--- config.mk ---
export PLATFORM = sky130hd
export DESIGN_NAME = divider16b
export DESIGN_NICKNAME = d
export VERILOG_FILES = /design/src/rtl/divider16b.sv
export SDC_FILE = /design/constraint.sdc
export NUM_CORES = 1
export LEC_CHECK = 0
export CAP_MARGIN = 20
export CORE_MARGIN = 2
export CORE_UTILIZATION = 51
export CTS_BUF_LIST = sky130_fd_sc_hd__clkbuf_4
export CTS_CLUSTER_SIZE = 8
export DETAILED_ROUTE_END_ITERATION = 7
export PLACE_DENSITY = 0.87
export SLEW_MARGIN = 20
export SYNTH_ARGS = -nofsm -noshare
export SYNTH_HDL_FRONTEND = slang
export SYNTH_SLANG_ARGS = --single-unit
--- constraint.sdc ---
create_clock -name clk -period 3.3 [get_ports clk]
set_input_delay 0.66 -clock clk [delete_from_list [all_inputs] [get_ports clk]]
set_output_delay 0.66 -clock clk [all_outputs]
set_load 0.01 [all_outputs]
--- src/rtl/divider16b.sv ---
// Sequential 16-bit unsigned restoring divider, one quotient bit per clock, valid/ready on both sides.
// Optional macro DIVIDER16B_DBZ_FLAG_EN enables the registered divide-by-zero flag.
module divider16b (
  input  logic        clk,
  input  logic        rst,
  input  logic [15:0] x,
  input  logic [15:0] y,
  input  logic        in_valid,
  output logic        in_ready,
  output logic [15:0] q,
  output logic [15:0] r,
  output logic        out_valid,
  input  logic        out_ready,
  output logic        div_by_zero
);

  typedef enum logic [1:0] {IDLE, BUSY, DONE} state_t;

  state_t      r_state;
  logic [15:0] r_dvd;
  logic [15:0] r_dvs;
  logic [16:0] r_rem;
  logic [15:0] r_quo;
  logic [3:0]  r_cnt;
  logic [15:0] r_q;
  logic [15:0] r_r;

  logic [16:0] w_rem17;
  logic [16:0] w_diff;
  logic        w_qbit;
  logic [16:0] w_remNext;
  logic [15:0] w_quoNext;

  // A zero divisor never borrows, so it naturally yields all-ones quotient and r = x.
  assign w_rem17   = {r_rem[15:0], r_dvd[15]};
  assign w_diff    = w_rem17 - {1'b0, r_dvs};
  assign w_qbit    = ~w_diff[16];
  assign w_remNext = w_qbit ? w_diff : w_rem17;
  assign w_quoNext = {r_quo[14:0], w_qbit};

  assign in_ready  = (r_state == IDLE);
  assign out_valid = (r_state == DONE);
  assign q         = r_q;
  assign r         = r_r;

`ifdef DIVIDER16B_DBZ_FLAG_EN
  logic r_dbzIn;
  logic r_dbz;
  assign div_by_zero = r_dbz;
`else
  assign div_by_zero = 1'b0;
`endif

  always_ff @(posedge clk or posedge rst) begin
    if (rst) begin
      r_state <= IDLE;
      r_dvd   <= '0;
      r_dvs   <= '0;
      r_rem   <= '0;
      r_quo   <= '0;
      r_cnt   <= '0;
      r_q     <= '0;
      r_r     <= '0;
`ifdef DIVIDER16B_DBZ_FLAG_EN
      r_dbzIn <= 1'b0;
      r_dbz   <= 1'b0;
`endif
    end else begin
      case (r_state)
        IDLE: begin
          if (in_valid) begin
            r_dvd   <= x;
            r_dvs   <= y;
            r_rem   <= '0;
            r_quo   <= '0;
            r_cnt   <= '0;
`ifdef DIVIDER16B_DBZ_FLAG_EN
            r_dbzIn <= (y == 16'd0);
`endif
            r_state <= BUSY;
          end
        end
        BUSY: begin
          r_rem <= w_remNext;
          r_quo <= w_quoNext;
          r_dvd <= {r_dvd[14:0], 1'b0};
          r_cnt <= r_cnt + 4'd1;
          // Results are copied out only on the final iteration so q/r stay stable during BUSY.
          if (r_cnt == 4'd15) begin
            r_q     <= w_quoNext;
            r_r     <= w_remNext[15:0];
`ifdef DIVIDER16B_DBZ_FLAG_EN
            r_dbz   <= r_dbzIn;
`endif
            r_state <= DONE;
          end
        end
        DONE: begin
          if (out_ready) begin
            r_state <= IDLE;
          end
        end
        default: r_state <= IDLE;
      endcase
    end
  end

endmodule

==> results.yml <==
outcome:
  status: "finished, final reports clean"
placement:
  gp_congestion: 0.896
  dpl-instance-area_um2: 5650
  dp_cells: 667
  place_ws_ns: 0.426
  hpwl_um: 7520
  io_buffers: 69
setup_path:
  path_max_fanout: 9
  worstPathCellList: "inv_1 > ha_1 > inv_1 > fa_1 > a211oi_1 > o211ai_2 > a21oi_2 > o21ai_4 > xor2_4 > buf_4 > mux2_2 > o21ai_1"
  critical_path_class: "reg2reg"
  slowest_stage: "fa_1"
  worstPathArrival_ns: 3.28
  critPathLaunchType: "register"
  end_kind: "register"
  cp.required_ns: 3.66
  crit_top_cell: "inv_1"
  r2r_cells: 12
  cpPeakStageDelay_ns: 0.42
pwr:
  p_int_mw: 3.90
  comb_power_share: 0.599
  power.switching_mw: 3.07
  p_leak_nw: 2.60
  switching_share: 0.440
  powerDensity_nw_per_um2: 1210
  ir_drop_uv: 547
  seqPwrFrac: 0.313
  clkPwrFrac: 0.088
  p_total_mw: 6.97
timing:
  final.setup.tns_ns: 0
  max_slew.worst_pin.slew_ns: 0.642
  fmax_mhz: 343
  rsz0062_at_grt: "no"
  worst_slew_margin_rel: 0.569
  finalSetupViolCount: 0
  slew_viol_final: 0
  fin_crit_sh: 0.884
  hold_slack_ns: 0.508
  hold_viol_final: 0
  fin_ws_ns: 0.383
  period_needed_ns: 2.92
  fin_skew_ns: 0.0190
grt:
  antenna_found_initial: 0
  overflow: 0
  grt_pass1_vias: 3699
  grtUsageTotal: 0.215
  grt_pass1_wl_um: 17500
  grt_max_degree: 44
clock_network:
  cts_buffer_depth: 2
  cts_setup_buffers: 0
  cts_tree: "yes"
  clk_latency_ns: 0.44
  cts-root-buf: "clkbuf_4"
  path_clk_slew_ns: 0.14
  cts_hold_buffers: 0
  h-tree-depth: 3
  cts_inserted_buffers: 9
  cts.sinks: 101
  cts_resized: 0
logic_synthesis:
  syn_inst: 499
  ys_seq_elements: 101
  synth_edf_count: 0
  synth.area.top_cells: "dfrtp_1, nand2_1, o21ai_1"
  synth.distinct_cells: 36
  synth_common_cells: "dfrtp_1, nand2_1, o21ai_1, nor2_1, o21ai_0"
  synth_seq_area_share: 0.525
  yosysWarnings: 0
  netlist.area_leader.share: 0.525
  synth_async_sr_flop_share: 1.00
  synth_top_area_cell: "dfrtp_1"
  syn_nets: 553
  yosys.cell_count.top_type: "dfrtp_1"
  avgSynthCellArea_um2: 9.65
  syn-cell-area_um2: 4810
  synthFlopType: "dfrtp_1"
layout:
  final_cells: 681
  fin_util: 0.627
  fin_nets: 621
  antennaDiodeCount: 0
  drive_above_1_share: 0.0895
  design_area_um2: 5770
  fillers: 765
  syn2layout_area_growth_pct: 19.9
floorplanning:
  die_height_um: 101
  dieWidth_um: 101
  num_rows: 35
  core_area_um2: 9200
  ios: 71
  start_util: 0.523
  dieArea_um2: 10200
detailed_routing:
  final_antenna_net_count: 0
  wirelength_um: 10500
  vias: 3753
  routedWlPerCell_um: 15.4
  drt_iter0_drc: 190
  drc: 0
  dr.pass1.iters: 4
  vias_per_cell: 5.51
hold_path:
  hold_class: "reg2reg"
  min_path_cells: 1
job:
  drv_cap: 0
==> logic make-up after synthesis <==
| logic type | after synthesis | share of synthesized area |
|---|---|---|
| muxes | 31 | 0.0689 |
| adders and majority gates | 18 | 0.0483 |
| and+or+nand+nor | 159 | 0.134 |
| xor gates and xnor gates | 16 | 0.0330 |
| DFF | 101 | 0.525 |
| other | 1 | 0.000779 |
| buffers and inverters | 46 | 0.0390 |
| AOI/OAI and AO/OA | 127 | 0.151 |
==> flip-flops by register name, indices dropped and copies added, names as in the netlist <==
name     flops
r_state      2
r_quo       15
r_dvd       16
q           16
r_cnt        4
r           16
r_dvs       16
r_rem       16
==> worst max-delay path, delay by kind of cell, from the launching register on <==
kind / cells / cell delay [ns]
AO/OA/AOI/OAI: 5 / 0.95
XOR/XNOR: 1 / 0.17
buffers and inverters: 3 / 0.37
adder cells (fa/ha/maj): 2 / 0.59
flip-flops: 1 / 0.38
multiplexers: 1 / 0.37
==> power groups by stage <==
stage / registers (mW) / clock network [mW] / logic, mW
3_3_place_gp: 2.19 / 0 / 3.99
2_1_floorplan: 2.19 / 0 / 3.01
4_1_cts: 2.18 / 0.632 / 4.16
6_report: 2.18 / 0.613 / 4.17
3_5_place_dp: 2.21 / 0 / 4.14
5_1_grt: 2.26 / 0.670 / 4.61
==> final cells by class <==
type / instances / area [um2] / area share
inverter: 22 / 86.3 / 0.0150
tap: 111 / 139 / 0.0241
sequential: 101 / 2530 / 0.438
clock inverter: 5 / 52.6 / 0.00911
timing repair buffer: 81 / 793 / 0.137
multi-input combinational: 352 / 2100 / 0.365
clock buffer: 9 / 67.6 / 0.0117
==> metal layers <==
layer,part of all wire,track usage
met1,0.47,0.304
met2,0.46,0.339
met3,0.053,0.0435
met4,0.015,0.0624
met5,0,0
==> path summary, 6_finish.rpt <==
check	start	end	slack, ns
min in group asynchronous	rst	r_dvs[14]	0.63
hold reg to reg	r_cnt[3]	r_cnt[3]	0.51
setup reg to reg	r_dvd[15]	r_rem[0]	0.38
max in group asynchronous	rst	r_quo[8]	1.95
hold / removal	r_cnt[3]	r_cnt[3]	0.51
setup / recovery	r_dvd[15]	r_rem[0]	0.38
==> cell usage in the layout, fill, tap and decap left out, drive strengths merged, types with 16 or more instances in the layout <==
cell | Yosys | routed
mux2 | 17 | 17
nand2 | 96 | 96
dfrtp | 101 | 101
nor2 | 38 | 38
o22ai | 16 | 16
clkdlybuf4s50 | 0 | 69
inv | 22 | 22
o21ai | 78 | 78
a21oi | 18 | 18
ha | 17 | 17
No activity file was read; power rests on OpenSTA's default activity.
